### config.mk
export PLATFORM = sky130hd
export DESIGN_NAME = aes_spi_rx_buffer
export DESIGN_NICKNAME = d
export VERILOG_FILES = /design/src/rtl/aes_spi_rx_buffer.sv
export SDC_FILE = /design/constraint.sdc
export NUM_CORES = 1
export LEC_CHECK = 0
export BUFFER_PORTS_ARGS = -buffer_cell sky130_fd_sc_hd__clkbuf_2
export CAP_MARGIN = 20
export CORE_ASPECT_RATIO = 1.75
export CORE_MARGIN = 2
export CORE_UTILIZATION = 45
export DETAILED_ROUTE_END_ITERATION = 10
export GPL_TIMING_DRIVEN = 0
export MAX_ROUTING_LAYER = met4
export PLACE_DENSITY_LB_ADDON = 0.1
export SETUP_SLACK_MARGIN = 0.02
export SYNTH_ARGS = -nofsm -noshare
export SYNTH_HDL_FRONTEND = slang
export SYNTH_SLANG_ARGS = --single-unit
export TNS_END_PERCENT = 10
### constraint.sdc
create_clock -name clk -period 2.7 [get_ports clk]
set_input_delay 0.81 -clock clk [delete_from_list [all_inputs] [get_ports clk]]
set_output_delay 0.81 -clock clk [all_outputs]
set_load 0.01 [all_outputs]
### src/rtl/aes_spi_rx_buffer.sv
// Receive side of the inter-device ciphertext link: synchronizes the peer's byte-wide
// SPI-style frame and assembles 16 bytes into a 128-bit block for the local CPU.
module aes_spi_rx_buffer #(
    parameter int unsigned SYNC_STAGES = 2
) (
    input  logic         clk,
    input  logic         resetn,
    input  logic         spi_rx_clk_in,
    input  logic [7:0]   spi_rx_data_in,
    input  logic         spi_rx_cs_n_in,
    input  logic [1:0]   rx_word_sel,
    input  logic         rx_ack,
    output logic [31:0]  rx_word,
    output logic [127:0] rx_data_buffer,
    output logic         rx_data_ready,
    output logic         rx_irq,
    output logic         rx_overrun,
    output logic         rx_frame_err,
    output logic         rx_busy,
    output logic [4:0]   rx_byte_count
);
    localparam int unsigned BLOCK_BITS  = 128;
    localparam int unsigned FRAME_BYTES = 16;
    localparam int unsigned CNT_W       = 5;
    localparam int unsigned CNT_MAX     = 31;

    typedef enum logic [0:0] {IDLE, RECV} state_t;

    state_t                          state_q, state_d;
    logic [SYNC_STAGES:0]            sclk_q;
    logic [SYNC_STAGES:0]            cs_q;
    logic [SYNC_STAGES-1:0][7:0]     data_q;
    logic [BLOCK_BITS-1:0]           shadow_q, shadow_d;
    logic [BLOCK_BITS-1:0]           buf_q, buf_d;
    logic [CNT_W-1:0]                cnt_q, cnt_d;
    logic                            ready_q, ready_d;
    logic                            ovr_q, ovr_d;
    logic                            err_q, err_d;

    logic       sclk_rise;
    logic       cs_fall;
    logic       cs_rise;
    logic       cs_low;
    logic [7:0] sync_byte;

    // Link synchronizers; the last clk/cs stage exists only for edge detection.
    always_ff @(posedge clk or negedge resetn) begin
        if (!resetn) begin
            sclk_q <= '0;
            cs_q   <= '1;
            data_q <= '0;
        end else begin
            sclk_q <= {sclk_q[SYNC_STAGES-1:0], spi_rx_clk_in};
            cs_q   <= {cs_q[SYNC_STAGES-1:0], spi_rx_cs_n_in};
            data_q <= {data_q[SYNC_STAGES-2:0], spi_rx_data_in};
        end
    end

    // Data is read from the same stage as the synchronized clock so the byte matches its edge.
    assign sclk_rise = sclk_q[SYNC_STAGES-1] & ~sclk_q[SYNC_STAGES];
    assign cs_fall   = ~cs_q[SYNC_STAGES-1] & cs_q[SYNC_STAGES];
    assign cs_rise   = cs_q[SYNC_STAGES-1] & ~cs_q[SYNC_STAGES];
    assign cs_low    = ~cs_q[SYNC_STAGES-1];
    assign sync_byte = data_q[SYNC_STAGES-1];

    always_ff @(posedge clk or negedge resetn) begin
        if (!resetn) begin
            state_q  <= IDLE;
            shadow_q <= '0;
            buf_q    <= '0;
            cnt_q    <= '0;
            ready_q  <= 1'b0;
            ovr_q    <= 1'b0;
            err_q    <= 1'b0;
        end else begin
            state_q  <= state_d;
            shadow_q <= shadow_d;
            buf_q    <= buf_d;
            cnt_q    <= cnt_d;
            ready_q  <= ready_d;
            ovr_q    <= ovr_d;
            err_q    <= err_d;
        end
    end

    // Ack clears first so that a completion on the same cycle overrides it.
    always_comb begin
        state_d  = state_q;
        shadow_d = shadow_q;
        buf_d    = buf_q;
        cnt_d    = cnt_q;
        ready_d  = ready_q;
        ovr_d    = ovr_q;
        err_d    = err_q;

        if (rx_ack) begin
            ready_d = 1'b0;
            ovr_d   = 1'b0;
            err_d   = 1'b0;
        end

        case (state_q)
            IDLE: begin
                if (cs_fall) begin
                    state_d  = RECV;
                    shadow_d = '0;
                    cnt_d    = '0;
                end
            end
            RECV: begin
                if (cs_rise) begin
                    state_d = IDLE;
                    if (cnt_q == CNT_W'(FRAME_BYTES)) begin
                        if (!ready_q || rx_ack) begin
                            buf_d   = shadow_q;
                            ready_d = 1'b1;
                        end else begin
                            ovr_d = 1'b1;
                        end
                    end else begin
                        err_d = 1'b1;
                    end
                end else if (sclk_rise && cs_low) begin
                    if (cnt_q < CNT_W'(FRAME_BYTES)) begin
                        shadow_d[{cnt_q[3:0], 3'b000} +: 8] = sync_byte;
                    end
                    if (cnt_q != CNT_W'(CNT_MAX)) begin
                        cnt_d = cnt_q + CNT_W'(1);
                    end
                end
            end
            default: state_d = IDLE;
        endcase
    end

    assign rx_data_buffer = buf_q;
    assign rx_data_ready  = ready_q;
    assign rx_irq         = ready_q;
    assign rx_overrun     = ovr_q;
    assign rx_frame_err   = err_q;
    assign rx_busy        = (state_q == RECV);
    assign rx_byte_count  = cnt_q;
    assign rx_word        = buf_q[{rx_word_sel, 5'b00000} +: 32];

endmodule

==> Yosys cells after proc, flatten, opt, wreduce, memory -nomap -nowiden <==
Cells that the tools add are included.
{ "totals": {"reg_bits": 287, "input_bits": 15, "out_inout_bits": 170, "word_cells": 65} }
{ "op_classes": {"n_addsub": 2, "n_lt_le_gt_ge": 1, "eq_ne": 7, "shift": 3, "n_mux": 28, "bitwise_logic": 7, "reduce_logical": 6} }
{ "ops": {"columns": ["operator", "count"], "rows": [
  ["$mux 128", 4],
  ["$pmux 128 s2", 1],
  ["$bwmux 128", 1],
  ["$shift 8x9->128 const A", 1],
  ["$shiftx 128x8->32", 1],
  ["$shiftx 8x9->128", 1],
  ["$mux 5", 4],
  ["$mux 1", 16],
  ["$reduce_and 4->1", 3],
  ["$pmux 5 s2", 1],
  ["$neg 7->9", 1],
  ["$ne 2x1->1 const B", 3],
  ["$add 5x1->5 const B", 1],
  ["$eq 5x5->1 const B", 1],
  ["$lt 5x5->1 const B", 1],
  ["$ne 5x5->1 const B", 1],
  ["$ne 2x2->1 const B", 2],
  ["$not 1->1", 4],
  ["$and 1x1->1", 3],
  ["$pmux 1 s2", 1],
  ["$logic_and 1x1->1", 1],
  ["$logic_not 1->1", 1],
  ["$logic_or 1x1->1", 1]
]} }

==> Longest topological paths before layout <==
{ "depth": {"depth_word": 7, "depth_mapped": 9, "mapped_depth_nobuf": 7} }

==> Least setup slack after synthesis <==
No wires, ideal clock.
{ "synth_path": {"path_type": "input to output", "from": "input port rx_word_sel[0]", "to": "output port rx_word[0]", "arrival_time_ps": 1894, "required_ps": 1890, "slack_ps": -4, "stages": 3, "n_path_buf": 2, "path_cell_list": "clkbuf_1 > buf_2 > mux4_2"} }
{ "synth_between": {"elab_chain_len": 1} }
{ "synth_rtl": {"columns": ["element", "line_no", "source"], "rows": [
  ["start, declared", "11", "input logic [1:0] rx_word_sel,"],
  ["$shiftx 128x8->32", "143", "assign rx_word = buf_q[{rx_word_sel, 5'b00000} +: 32];"],
  ["end, declared", "13", "output logic [31:0] rx_word,"]
]} }
No other way between the ends.

==> Worst setup path in the final report <==
{ "layout_path": {"from": "input port rx_word_sel[1]", "to": "output port rx_word[28]"} }
Same word-level chain as after synthesis.

==> impl_metrics.tcl <==
set metrics [dict create \
    ys_ff_latch 287 \
    fmax_ghz 0.3772 \
    path_clk_slew_ps 60 \
    synth_edf_count 0 \
    syn_nets 826 \
    ys.flop_type "dfrtp_1" \
    p_leak_nw 7.051 \
    synth_common_cells "dfrtp_1 (284), mux2_2 (128), a32o_1 (65), nand2_1 (43), a22o_1 (40)" \
    start_util_pct 45.66 \
    ys_async_sr_fraction_pct 100.0 \
    cts_htree_levels 1 \
    hpwl_um 24110 \
    ir_worst_vdd_v 0.0004407 \
    yosysWarningCount 0 \
    die_y_um 218.7 \
    internal_power_mw 6.953 \
    wirelength_um 34610 \
    status "finished clean" \
    portBuffers 183 \
    min_path_type "primary input to asynchronous set/reset pin" \
    reg2reg_depth 9 \
    synthCells 806 \
    ys_seq_area_share_pct 60.62 \
    synth_top_area_share_pct 59.95 \
    power_density_nw_per_um2 647.5 \
    drc 0 \
    drive_above_1_share_pct 44.86 \
    antenna_found_initial 0 \
    relSlewSlack_pct 37.44 \
    clock_latency_ps 540 \
    gp_congestion 0.9152 \
    globalRouteTotalUtil_pct 25.95 \
    routed_via_density 5.940 \
    routedWlPerCell_um 25.43 \
    rows 78 \
    power_switching_mw 2.417 \
    clock_sinks 287 \
    cp-end-kind "output port" \
    grt_max_degree 115 \
    dieArea_um2 27710 \
    tns_ps 0 \
    fp.coreArea_um2 25960 \
    syn_to_final_growth_pct 22.08 \
    grt_pass1_vias 8219 \
    synth_most_common_cell "dfrtp_1" \
    numCtsBuffers 26 \
    io_pins 185 \
    synth.avg_cell_area_um2 14.71 \
    cap_violations 0 \
    path_class "primary input to output port" \
    yosys.area.top_type "dfrtp_1" \
    power_frac_clock_pct 41.3 \
    layout.nets 1044 \
    comb_power_share_pct 11.5 \
    netlist_area_um2 11850 \
    cts_buffer_depth 3 \
    postLayoutCoreUtil_pct 55.75 \
    final.min_clock_period_ps 2651 \
    pwr-share-seq_pct 47.2 \
    diodes 0 \
    drt_iter0_drc 518 \
    drt_first_pass_iters 7 \
    clockRootBuffer "clkbuf_16" \
    grt_pass1_wl_um 52250 \
    fin_worst_skew_ps 22.26 \
    hold_violations 0 \
    vias 8084 \
    worstPathMaxFanout 8 \
    cts_tree "done" \
    fp.dieW_um 126.7 \
    required_ps 1890 \
    netlist_top_cells_area "dfrtp_1 (60%), mux2_2 (12%), mux4_2 (6.1%), a32o_1 (5.5%), a22o_1 (3.0%)" \
    slew_viol_final 0 \
    worstMarginPinSlew_ps 938.4 \
    crit_path_start_kind "primary input" \
    ant_nets 0 \
    switching_share_pct 25.79 \
    rsz0062_at_grt "true" \
    overflow 0 \
    period_share_pct 98.20 \
    synth.distinct_cells 56 \
    setup_viol 0 \
    cp.arrival_ps 1840 \
]
[power groups by stage]
stage          registers [mW]  logic [mW]  clock network (mW)
2_1_floorplan            4.49       0.562                   0
3_3_place_gp             4.50       0.927                   0
3_5_place_dp             4.50       0.955                   0
4_1_cts                  4.42        1.04                3.95
5_1_grt                  4.43        1.16                4.11
6_report                 4.42        1.07                3.87
[registers in the layout, summed over array words and instances, names as in the netlist]
| signal | count |
|---|---|
| cs_q | 3 |
| data_q | 8 |
| rx_busy | 1 |
| rx_byte_count | 5 |
| rx_data_buffer | 128 |
| rx_data_ready | 1 |
| rx_frame_err | 1 |
| rx_overrun | 1 |
| sclk_q | 3 |
| shadow_q | 128 |
| sync_byte | 8 |
[routing by layer]
layer | vias to the layer above | track usage (%) | share of wire, % | routed length, um
met5 | - | - | 0 | 0
met4 | 0 | 6.557 | 2.4 | 823
met3 | 49 | 3.133 | 4.6 | 1606
met2 | 282 | 45.84 | 53 | 18500
met1 | 4277 | 31.84 | 40 | 13670
li1 | 3476 | - | - | -
[placed cells by master (no fill, tap or decap), drive strengths merged, types with 13 or more instances in the layout]
master,netlist,final
a21oi,15,15
a22o,40,40
a32o,65,65
buf,37,46
clkbuf,29,250
dfrtp,284,284
mux2,128,128
mux4,32,32
nand2,43,43
nand3,13,13
o21ai,19,19
[timing repair]
item / 4_1_cts / 5_1_grt
gates cloned: 1 / 0
hold endpoints to repair: 0 / 0
buffers inserted: 0 / 1
setup endpoints to repair: 271 / 213
pin swaps: 2 / 2
hold buffers: 0 / 0
resized for setup: 65 / 14
[final cells by class]
class	count	area, um^2
buffer	66	432.9
clock buffer	40	814.5
clock inverter	5	81.33
fill	2201	11490
inverter	10	37.54
multi-input combinational	443	4463
sequential	287	7187
tap	320	400.4
timing repair buffer	190	1055
[worst max-delay path: stages]
cell,delay [ps]
clkbuf_2,190
buf_4,210
buf_16,170
mux4_2,310
clkbuf_2,140
[stage by stage]
| stage | hold WS (ps) | instance area [um^2] | cells | setup slack (ps) | power (mW) |
|---|---|---|---|---|---|
| final | 251.1 | 14470 | 1361 | 48.69 | 9.370 |
| after detailed placement | 337.0 | 13270 | 1314 | -636.6 | 5.458 |
| after floorplan | 331.2 | 11850 | 806 | -3.893 | 5.048 |
| after global routing | 294.4 | 14470 | 1361 | -28.88 | 9.697 |
| after CTS | 285.6 | 14420 | 1360 | 1.523 | 9.413 |
| after global placement | 331.6 | 13170 | 1309 | -5203 | 5.431 |
[path summary, 6_finish.rpt]
check	end	from	slack (ps)
min in group clk	sync_byte[6]	data_q[6]	340
max	rx_word[28]	rx_word_sel[1]	50
max reg2reg	rx_data_buffer[76]	rx_byte_count[0]	70
max in group asynchronous	shadow_q[72]	resetn	1440
min	rx_data_buffer[125]	resetn	250
min reg2reg	sync_byte[6]	data_q[6]	340
[cells by family (layout without fill, tap and decap cells)]
family                     Yosys count  in the layout  share of synthesized area (%)
xor gates and xnor gates             2              2                         0.1478
muxes                              169            169                          19.00
AOI/OAI and AO/OA                  158            158                          11.76
buffers and inverters               76            311                          2.829
and+or+nand+nor                    109            109                          5.120
adders and majority gates            5              5                         0.5278
DFF                                287            287                          60.62
Power figures use the tool's default switching activity.
